[config.mk]
export PLATFORM = sky130hd
export DESIGN_NAME = frame_sequencer
export DESIGN_NICKNAME = d
export VERILOG_FILES = /design/src/rtl/frame_sequencer.sv
export SDC_FILE = /design/constraint.sdc
export NUM_CORES = 1
export LEC_CHECK = 0
export CAP_MARGIN = 20
export CORE_ASPECT_RATIO = 0.7
export CORE_MARGIN = 8
export CORE_UTILIZATION = 55
export DETAILED_ROUTE_END_ITERATION = 6
export DONT_BUFFER_PORTS = 1
export GPL_ROUTABILITY_DRIVEN = 0
export PLACE_DENSITY_LB_ADDON = 0.3
export SETUP_SLACK_MARGIN = 0.05
export SYNTH_ARGS = -nofsm -noshare
export SYNTH_HDL_FRONTEND = slang
export SYNTH_SLANG_ARGS = --single-unit
[constraint.sdc]
create_clock -name CLK -period 6.6 [get_ports CLK]
set_input_delay 1.32 -clock CLK [delete_from_list [all_inputs] [get_ports CLK]]
set_output_delay 1.32 -clock CLK [all_outputs]
set_load 0.005 [all_outputs]
[src/rtl/frame_sequencer.sv]
// -----------------------------------------------------------------------------
// frame_sequencer
//   Per-frame controller for a double-buffered framebuffer. Each frame runs
//   clear back buffer -> render -> request swap -> wait for the displayed side
//   to flip -> next frame. A watchdog re-issues the swap request if the swap
//   unit does not flip the displayed side in time.
//
// Ports
//   CLK        in   system clock, rising edge
//   rst_n      in   asynchronous active-low reset
//   enable     in   level, run the frame loop while high
//   side       in   displayed buffer from the swap unit (back = ~side)
//   frame_done in   1-cycle pulse from the renderer, back buffer complete
//   clr_done   in   1-cycle pulse from the clear engine
//   swap_req   out  1-cycle pulse to the swap unit
//   clr_start  out  1-cycle pulse to the clear engine
//   render_go  out  level, renderer may draw while high
//   back_sel   out  buffer targeted by renderer and clear engine
//   frame_cnt  out  completed (swapped) frames, wraps
//   busy       out  high in every state except IDLE
//   swap_tmo   out  sticky swap watchdog error
//   state_dbg  out  current FSM state encoding, for debug and checkers
//
// Handshake: every request/acknowledge here is a single-cycle pulse with no
// back-pressure. clr_start and swap_req are asserted for exactly one cycle;
// clr_done is only looked at in CLEAR_WT and frame_done only in RENDER, so a
// pulse that arrives in any other state is dropped.
// -----------------------------------------------------------------------------
module frame_sequencer #(
   parameter bit                CLEAR_EN = 1'b1,
   parameter int unsigned       TMO_W    = 24,
   parameter logic [TMO_W-1:0]  TMO_MAX  = TMO_W'(2_000_000),
   parameter int unsigned       FCNT_W   = 16
) (
   input  logic              CLK,
   input  logic              rst_n,
   input  logic              enable,
   input  logic              side,
   input  logic              frame_done,
   input  logic              clr_done,
   output logic              swap_req,
   output logic              clr_start,
   output logic              render_go,
   output logic              back_sel,
   output logic [FCNT_W-1:0] frame_cnt,
   output logic              busy,
   output logic              swap_tmo,
   output logic [2:0]        state_dbg
);

   typedef enum logic [2:0] {
      IDLE      = 3'd0,
      CLEAR_ST  = 3'd1,
      CLEAR_WT  = 3'd2,
      RENDER    = 3'd3,
      SWAP      = 3'd4,
      WAIT_SWAP = 3'd5
   } state_t;

   // Last watchdog value that is still inside the allowed wait window.
   localparam logic [TMO_W-1:0] TMO_LAST = TMO_MAX - TMO_W'(1);

   state_t           state;
   logic             side_q;
   logic [TMO_W-1:0] wd;

   assign state_dbg = state;

   // Output timing: swap_req and render_go are set on the edge that enters
   // SWAP / RENDER, so they follow frame_done / clr_done by one cycle.
   // clr_start is set on the edge that leaves CLEAR_ST, which puts it in the
   // third cycle counting the cycle the side flip appears in.
   always_ff @(posedge CLK or negedge rst_n) begin
      if (!rst_n) begin
         state     <= IDLE;
         swap_req  <= 1'b0;
         clr_start <= 1'b0;
         render_go <= 1'b0;
         busy      <= 1'b0;
         swap_tmo  <= 1'b0;
         frame_cnt <= '0;
         side_q    <= 1'b1;   // keeps back_sel = ~side_q = 0 while in reset
         back_sel  <= 1'b0;
         wd        <= '0;
      end else begin
         swap_req  <= 1'b0;
         clr_start <= 1'b0;
         case (state)
            IDLE: begin
               // Track the displayed side while parked so the first frame
               // targets the correct back buffer.
               side_q   <= side;
               back_sel <= ~side;
               if (enable) begin
                  busy <= 1'b1;
                  if (CLEAR_EN) begin
                     state <= CLEAR_ST;
                  end else begin
                     state     <= RENDER;
                     render_go <= 1'b1;
                  end
               end
            end
            CLEAR_ST: begin
               clr_start <= 1'b1;
               back_sel  <= ~side_q;
               state     <= CLEAR_WT;
            end
            CLEAR_WT: begin
               if (clr_done) begin
                  if (enable) begin
                     state     <= RENDER;
                     render_go <= 1'b1;
                  end else begin
                     state <= IDLE;
                     busy  <= 1'b0;
                  end
               end
            end
            RENDER: begin
               // enable is not looked at here: a started frame always swaps.
               if (frame_done) begin
                  state     <= SWAP;
                  render_go <= 1'b0;
                  swap_req  <= 1'b1;
               end
            end
            SWAP: begin
               side_q <= side;
               wd     <= '0;
               state  <= WAIT_SWAP;
            end
            WAIT_SWAP: begin
               // A flip takes priority over a watchdog expiry in the same cycle.
               if (side != side_q) begin
                  frame_cnt <= frame_cnt + FCNT_W'(1);
                  side_q    <= side;
                  if (CLEAR_EN) begin
                     state <= CLEAR_ST;
                  end else if (enable) begin
                     state     <= RENDER;
                     render_go <= 1'b1;
                     back_sel  <= ~side;
                  end else begin
                     state <= IDLE;
                     busy  <= 1'b0;
                  end
               end else if (wd >= TMO_LAST) begin
                  swap_tmo <= 1'b1;
                  swap_req <= 1'b1;
                  state    <= SWAP;
               end else if (wd != '1) begin
                  wd <= wd + TMO_W'(1);
               end
            end
            default: begin
               state <= IDLE;
               busy  <= 1'b0;
            end
         endcase
      end
   end

endmodule

==> metrics, run 1 <==
Final WS setup between 3 and 4 ns; hold buffers post-CTS 0; Post-CTS Setup Inserts 0; Root Buffer clkbuf_8; EDFF count, synth 0; Critical Path End Type flop; DP Wirelength roughly 4100 um; worst hold path class reg -> reg; timing-limited maximum frequency 0.365 GHz; Tightest Pin Transition 0.929 ns; total grt overflow 0; Mapped Nets 274; CTS Sinks 50; Yosys reg bits 50; maximum VDD drop 0.000190 V; largest family of logic cells by synthesized area simple AND/OR/NAND/NOR gates; post-synthesis mux area share 3.52%; min Tclk post-route between 2 and 3 ns; Cell Rows 21; CTS Buf Count 5; total track usage ~17%; Slowest cell on crit path a21o_1; RSZ-0062 raised after global routing false; maximum buffer depth of the clock tree 2; initial DRC count roughly 130; port buffer count 0; Rel. slew slack approximately 38%; setup TNS 0 ns; initial antenna violation count 0; Syn Std Cell Area 2630 sq um; Core Util, Final 58.2%; Synth Area in Simple Gates between 20% and 30%; critical path's largest stage delay 0.68 ns; DRT Wirelength 5870 um; drt first pass iters 4; Max-Cap Viols 0; drt drc 0; Clock Latency Late Sink 0.30 ns; vias in the first global route 1974; final setup fails 0; io pins 31; synthesized area per cell 9.88 sq um; pre-CTS setup slack 3.58 ns; post-synthesis cell count roughly 270; first-pass GRT wire length between 9000 and 10000 um; largest net degree at the start of global routing a little over 50; skew final 0.00832 ns; Crit Path Max Fanout 25; LEAKAGE 1.15 nW; Synth-to-Final Area Change 4.19%; Synth Area in Adders 0.952%; Crit path required time 6.80 ns; vias per cell 6.43; post-synth cell types 56; Commonest cells post-synth 49 x dfrtp_1, 28 x nand2_1, 14 x nor2_1, 13 x a21oi_1, 13 x nand3_1; startpoint types primary input; ANT nets after route 0; WHS 0.492 ns; asr flop ratio synth 100%; H-tree depth 2; sequential area share after synthesis 47.6%; via count 2056; Pwr Density 337 nW/um^2; post-synth top area cell dfrtp_1; most common cell in the netlist dfrtp_1; layout cells sized above 1 7.60%; synth top area cells dfrtp_1 47%, nand2_1 4.0%, xnor2_1 3.7%, mux2i_1 2.7%, o31ai_1 2.6%; YS warnings 0; post-CTS sizing 0; worst path cell trace xor2_1, a21o_1, a211oi_1, and4_2, mux2i_1; Synth Area in XOR/XNOR 5.66%; Final Hold Vio Count 0; antenna cells 0; nets 270; post-synthesis compound-gate area fraction 14.8%; Slew Limit Fails 0; Initial Util 55.9%; full die area 7280 sq um; CTS tree yes; Main synth FF type dfrtp_1; die extent in y approximately 74 um; wire per inst 18.3 um; core area 4700 sq um; final worst path period share 41.5%; status complete, no violations; top cell type's share of synthesized area 46.6%; Data arrival, critical path approximately 2.9 ns; Clock transition at path regs 0.09 ns; Crit Path Class in -> reg; Die Span X a little under 100 um
==> power by group <==
group | switching (mW) | total (mW) | internal [mW]
sequential | 0.111 | 0.494 | 0.383
combinational | 0.141 | 0.248 | 0.107
clock | 0.105 | 0.180 | 0.0747
total | 0.357 | 0.922 | 0.565
==> logic make-up (layout without fill, tap and decap cells) <==
family	Yosys count	after routing
AND/OR/NAND/NOR	117	117
AO/OA/AOI/OAI	56	56
flip-flops	50	50
buffers and inverters	15	12
multiplexers	9	9
adder cells (fa/ha/maj)	2	2
XOR/XNOR	17	17
==> layout by cell type, fill, tap and decap left out, types with 4 or more instances in the layout <==
cell type	netlist	routed
a21oi_1	13	13
and2_1	6	6
and3_1	5	5
and4_1	5	5
clkbuf_8	0	5
dfrtp_1	49	49
inv_1	4	4
mux2i_1	7	7
nand2_1	28	28
nand2b_1	9	9
nand3_1	13	13
nand4_1	7	7
nor2_1	14	14
nor4_1	5	5
o21ai_0	9	9
o31ai_1	9	9
or4_1	6	6
xnor2_1	11	11
xor2_1	6	6
==> routing by layer <==
layer  global-route usage, %  part of all wire (%)
met1                    25.3                    51
met2                    24.2                    42
met3                    4.26                   7.0
met4                    4.74                  0.46
met5                       0                     0
==> per-stage QoR <==
| step | instance area, sq um | instances | power (mW) |
|---|---|---|---|
| after floorplan | 2630 | 266 | 0.677 |
| after global placement | 2650 | 312 | 0.728 |
| after detailed placement | 2650 | 312 | 0.746 |
| after CTS | 2740 | 320 | 0.927 |
| after global routing | 2740 | 320 | 0.987 |
| final | 2740 | 320 | 0.922 |
==> worst max-delay path, delay by kind of cell <==
kind | cells | cell delay [ns]
mux | 1 | 0.11
compound gates | 2 | 0.84
simple gates | 1 | 0.29
xor+xnor | 1 | 0.36
==> sequential cells by signal, summed over array words and instances, names as in the netlist <==
name	flops
frame_cnt	16
busy	1
swap_tmo	1
back_sel	1
clr_start	1
wd	24
state_dbg	3
side_q	1
swap_req	1
render_go	1
==> cell type report <==
class | count | area, sq um
well taps | 57 | 71.3
clock inverters | 3 | 21.3
multi-input cells | 201 | 1310
flip-flops and latches | 50 | 1250
clock buffers | 5 | 68.8
fillers | 392 | 1960
inverters | 4 | 15.0
==> worst paths after layout <==
| path | start | to | slack [ns] | cells past startpoint |
|---|---|---|---|---|
| hold / removal | wd[20] | wd[20] | 0.49 | 1 |
| min in group asynchronous | rst_n | wd[16] | 0.70 | 0 |
| setup reg to reg | wd[14] | wd[12] | 4.00 | 5 |
| setup / recovery | side | wd[15] | 3.86 | 5 |
| max in group asynchronous | rst_n | side_q | 5.71 | 0 |
| hold reg to reg | wd[20] | wd[20] | 0.49 | 1 |
Power figures use the tool's default switching activity.
==> run 2: changes to the inputs <==
==> constraint.sdc (replaced) <==
create_clock -name CLK -period 2.4 [get_ports CLK]
set_input_delay 0.48 -clock CLK [delete_from_list [all_inputs] [get_ports CLK]]
set_output_delay 0.48 -clock CLK [all_outputs]
set_load 0.005 [all_outputs]
==> metrics, run 2 (synthesis gave the netlist of run 1 again) <==
wire per inst roughly 19 um; io pins 31; Root Buffer clkbuf_8; Switch Pwr 1.12 mW; nets 297; drt drc 0; LEAKAGE between 1 and 1.5 nW; first-pass GRT wire length 10500 um; Biggest register wd; Data arrival, critical path 2.64 ns; Initial Util 55.9%; final setup fails 0; Slew Limit Fails 0; most frequent cells in the layout 49 x dfrtp_1, 28 x nand2_1, 23 x buf_4, 13 x nor2_1, 13 x nand3_1; setup TNS 0 ns; Largest register FFs 24; status complete, no violations; DP Wirelength 4400 um; Core Util, Final 65.5%; Crit Path Class reg -> reg; worst r2r path cells 5; CTS Buf Count 5; vias in the first global route 2018; Final Hold Vio Count 0; skew final 0.00283 ns; Cell Rows 21; final worst path period share between 90% and 100%; min Tclk post-route between 2 and 2.5 ns; drt first pass iters 4; timing-limited maximum frequency 0.418 GHz; initial DRC count 231; worst hold path class in -> async; Synth-to-Final Area Change 17.3%; Internal Power 1.87 mW; Flop pwr share 42.5%; layout cells sized above 1 21.4%; Tightest Pin Transition 0.464 ns; Die Span X 98.6 um; maximum buffer depth of the clock tree 2; die extent in y 73.8 um; CTS Sinks 50; DRT Wirelength about 6600 um; Rel. slew slack 68.8%; largest net degree at the start of global routing 50; port buffer count 0; CTS tree yes; RSZ-0062 raised after global routing true; Clock transition at path regs ~0.09 ns; Critical Path End Type flop; full die area about 7300 sq um; ANT nets after route 0; core area 4700 sq um; Crit path required time approximately 2.6 ns; Pwr Density 970 nW/um^2; Slowest cell on crit path or4_4; H-tree depth 2; Max-Cap Viols 0; most common cell after layout, fill and taps aside dfrtp_1; total grt overflow 0; Comb power frac roughly 37%; via count 2217; Crit Path Max Fanout 5; initial antenna violation count 0; total track usage approximately 18%; vias per cell about 6.4; Clk pwr share about a fifth; most used cell, CP or4_4; Clock Latency Late Sink between 0.3 and 0.4 ns; worst path cell trace or4_4, a211o_4, a32o_4, or4_4, a21oi_2; startpoint types flop; reg2reg start wd[14]; r2r setup slk around 0.0066 ns; antenna cells 0; critical path's largest stage delay between 0.5 and 0.6 ns; r2r endpoint wd[7]; Switching Fraction between 30 and 40%; maximum VDD drop about 0.00051 V
## run 2: cell types whose count changed in the layout (fill, tap and decap cells not counted), moves of 3 or more
cell,delta
or4_1,-4
a21oi_2,+3
or4_4,+4
a21oi_1,-3
buf_4,+23
## run 2: power groups by stage
stage                     clock, mW  combinational, mW  sequential, mW
after floorplan                   0              0.620            1.24
after global placement            0              0.857            1.27
after detailed placement          0              0.890            1.28
after CTS                     0.611              0.943            1.26
after global routing          0.643               1.23            1.31
final                         0.599               1.12            1.27
## run 2: timing repair
item / in CTS / in global routing
gates resized for setup: 2 / 16
buffers inserted: 1 / 5
endpoints found under the setup margin: 7 / 14
hold buffers: 2 / 0
pin swaps: 1 / 5
cloned: 1 / 1
hold endpoints to repair: 49 / 0
## run 2: worst max-delay path: cells and delay by family, from the launching register on
family,cells,cell delay [ns]
flip-flops,1,0.40
AO/OA/AOI/OAI,3,0.84
AND/OR/NAND/NOR,2,1.09
## run 2: final cells by class
cell class / count / area [sq um]
Clock buffer: 6 / 72.6
Tap cell: 57 / 71.3
Inverter: 4 / 15.0
Clock inverter: 2 / 37.5
Timing Repair Buffer: 25 / 210
Fill cell: 356 / 1620
Multi-Input combinational cell: 203 / 1420
Sequential cell: 50 / 1250
## run 2: stage by stage
step	setup slack, ns	total power, mW	area (sq um)	hold WS, ns	std cells
floorplan	0.165	1.86	2630	0.184	266
global placement	0.0943	2.12	2780	0.186	329
detailed placement	0.0303	2.17	2780	0.186	329
CTS	0.0515	2.82	2960	0.0177	341
global route	-0.0336	3.19	3080	0.0170	347
finish	0.00662	2.99	3080	0.0182	347
## run 2: worst max-delay path by stage
stage | cells after the start | slack (ns) | to | from
after CTS | 5 | 0.05 | wd[3] | wd[14]
after detailed placement | 5 | 0.03 | wd[5] | wd[14]
after floorplan | 7 | 0.17 | wd[10] | wd[14]
after global routing | 5 | -0.03 | wd[7] | wd[14]
after global placement | 5 | 0.09 | wd[3] | wd[14]
final | 5 | 0.007 | wd[7] | wd[14]
## run 2: layer usage
layer | track usage, % | share of wire [%] | vias up
li1 | - | - | 1044
met1 | 26.6 | 47 | 1078
met2 | 25.4 | 43 | 81
met3 | 5.87 | 8.3 | 14
met4 | 4.06 | 1.6 | 0
met5 | 0 | 0 | -
==> run 3: changes to the inputs <==
--- a/config.mk
+++ b/config.mk
@@ -5,6 +5,7 @@
 export SDC_FILE = /design/constraint.sdc
 export NUM_CORES = 1
 export LEC_CHECK = 0
+export ABC_CLOCK_PERIOD_IN_PS = 2400
 export CAP_MARGIN = 20
 export CORE_ASPECT_RATIO = 0.7
 export CORE_MARGIN = 8
@@ -13,6 +14,7 @@
 export DONT_BUFFER_PORTS = 1
 export GPL_ROUTABILITY_DRIVEN = 0
 export PLACE_DENSITY_LB_ADDON = 0.3
+export REMOVE_ABC_BUFFERS = 1
 export SETUP_SLACK_MARGIN = 0.05
 export SYNTH_ARGS = -nofsm -noshare
 export SYNTH_HDL_FRONTEND = slang
==> metrics, run 3 (synthesis gave the netlist of run 1 again) <==
r2r endpoint wd[11]; drt drc 0; worst hold path class in -> reg; total track usage 17.9%; Crit Path Class reg -> reg; io pins 31; DP Wirelength 4370 um; Max-Cap Viols 0; overall power 2.82 mW; final worst path period share 95.4%; Final Hold Vio Count 0; DRT Wirelength just over 6000 um; status complete, no violations; first-pass GRT wire length roughly 10000 um; largest net degree at the start of global routing 51; vias per cell just over 6; H-tree depth 2; crit-path leading delay family simple AND/OR/NAND/NOR gates; register area about 1300 sq um; LEAKAGE 1.28 nW; skew final 0.00334 ns; antenna cells 0; Slowest cell on crit path or4_4; core area 4700 sq um; Clock Latency Late Sink 0.31 ns; hold-critical path depth 1; wire per inst 18.0 um; Crit path required time 2.65 ns; port buffer count 0; r2r setup slk 0.11 ns; RSZ-0062 raised after global routing true; CTS Sinks 50; CP Buf/Inv Count 0; Data arrival, critical path 2.54 ns; Critical Path End Type flop; initial DRC count 122; initial antenna violation count 0; Synth-to-Final Area Change 13.6%; startpoint types flop; drt first pass iters 4; Die Span X around 99 um; hold wc startpoint side; timing-limited maximum frequency 0.437 GHz; nets 293; layout cells sized above 1 between 10% and 20%; maximum VDD drop just under 0.0006 V; Inst Count DP 327; die extent in y between 70 and 80 um; Rel. slew slack 64.6%; CTS tree yes; CTS Buf Count 5; vias in the first global route 2042; area occupied by multi-input gates 1350 sq um; Slew Limit Fails 0; Clock transition at path regs about 0.090 ns; Root Buffer clkbuf_8; worst path cell trace or4_4, a211o_1, a32o_2, or4_1, a21oi_2; non-filler cells, final 343; full die area 7280 sq um; maximum buffer depth of the clock tree 2; setup TNS 0 ns; critical path's largest stage delay roughly 0.55 ns; via count 2135; final setup fails 0; Cell Rows 21; final-layout fill cell count 389; reg2reg start wd[14]; ANT nets after route 0; Tightest Pin Transition 0.531 ns; Initial Util 55.9%; most common cell after layout, fill and taps aside dfrtp_1; worst r2r path cells 5; Pwr Density 945 nW/um^2; Biggest register wd; min Tclk post-route 2.29 ns; Largest register FFs 24; Hold Path End side_q; most frequent cells in the layout 49 x dfrtp_1, 28 x nand2_1, 20 x buf_4, 14 x nor2_1, 13 x nand3_1; total grt overflow 0; Crit Path Max Fanout 7
[run 3: how the worst max path moves through the flow]
stage | start | to | slack (ns) | depth (start not counted)
floorplan | wd[14] | wd[11] | 0.09 | 5
global placement | wd[14] | wd[11] | 0.07 | 5
detailed placement | wd[14] | wd[8] | 0.02 | 5
CTS | wd[14] | wd[8] | 0.07 | 5
global route | wd[14] | wd[5] | 0.02 | 5
finish | wd[14] | wd[11] | 0.11 | 5
[run 3: cell type report]
type                       count  area share (%)
inverter                       4           0.503
tap                           57            2.39
clock inverter                 2            1.26
sequential                    50            42.0
clock buffer                   6            2.43
multi-input combinational    202            45.2
timing repair buffer          22            6.29
[run 3: what timing repair did]
| item | in CTS | in global routing |
|---|---|---|
| cloned | 1 | 0 |
| hold buffers | 1 | 1 |
| hold endpoints to repair | 50 | 3 |
| endpoints found under the setup margin | 6 | 14 |
| resized for setup | 0 | 6 |
| setup buffers | 2 | 3 |
| pin swaps | 1 | 0 |
[run 3: per-layer routing]
metal,track usage (%),wire [um],up-vias
met3,6.24,360,5
met4,5.08,61,0
met2,26.9,2790,44
met5,0,0,-
li1,-,-,1021
met1,23.7,2940,1065
[run 3: metrics by stage]
stage | instance area (sq um) | worst slack (ns) | utilization [%] | hold slack (ns)
6_report | 2990 | 0.111 | 63.5 | 0.318
5_1_grt | 2990 | 0.0153 | 63.5 | 0.299
4_1_cts | 2920 | 0.0750 | 62.2 | 0.00777
3_5_place_dp | 2760 | 0.0197 | 58.7 | 0.186
3_3_place_gp | 2760 | 0.0728 | 58.7 | 0.187
2_1_floorplan | 2580 | 0.0923 | - | 0.184
[run 3: power breakdown]
group          leakage (nW)  internal [mW]  switching, mW
clock                0.0514          0.311          0.292
sequential            0.668           1.05          0.242
combinational         0.559          0.405          0.517
total                  1.28           1.77           1.05
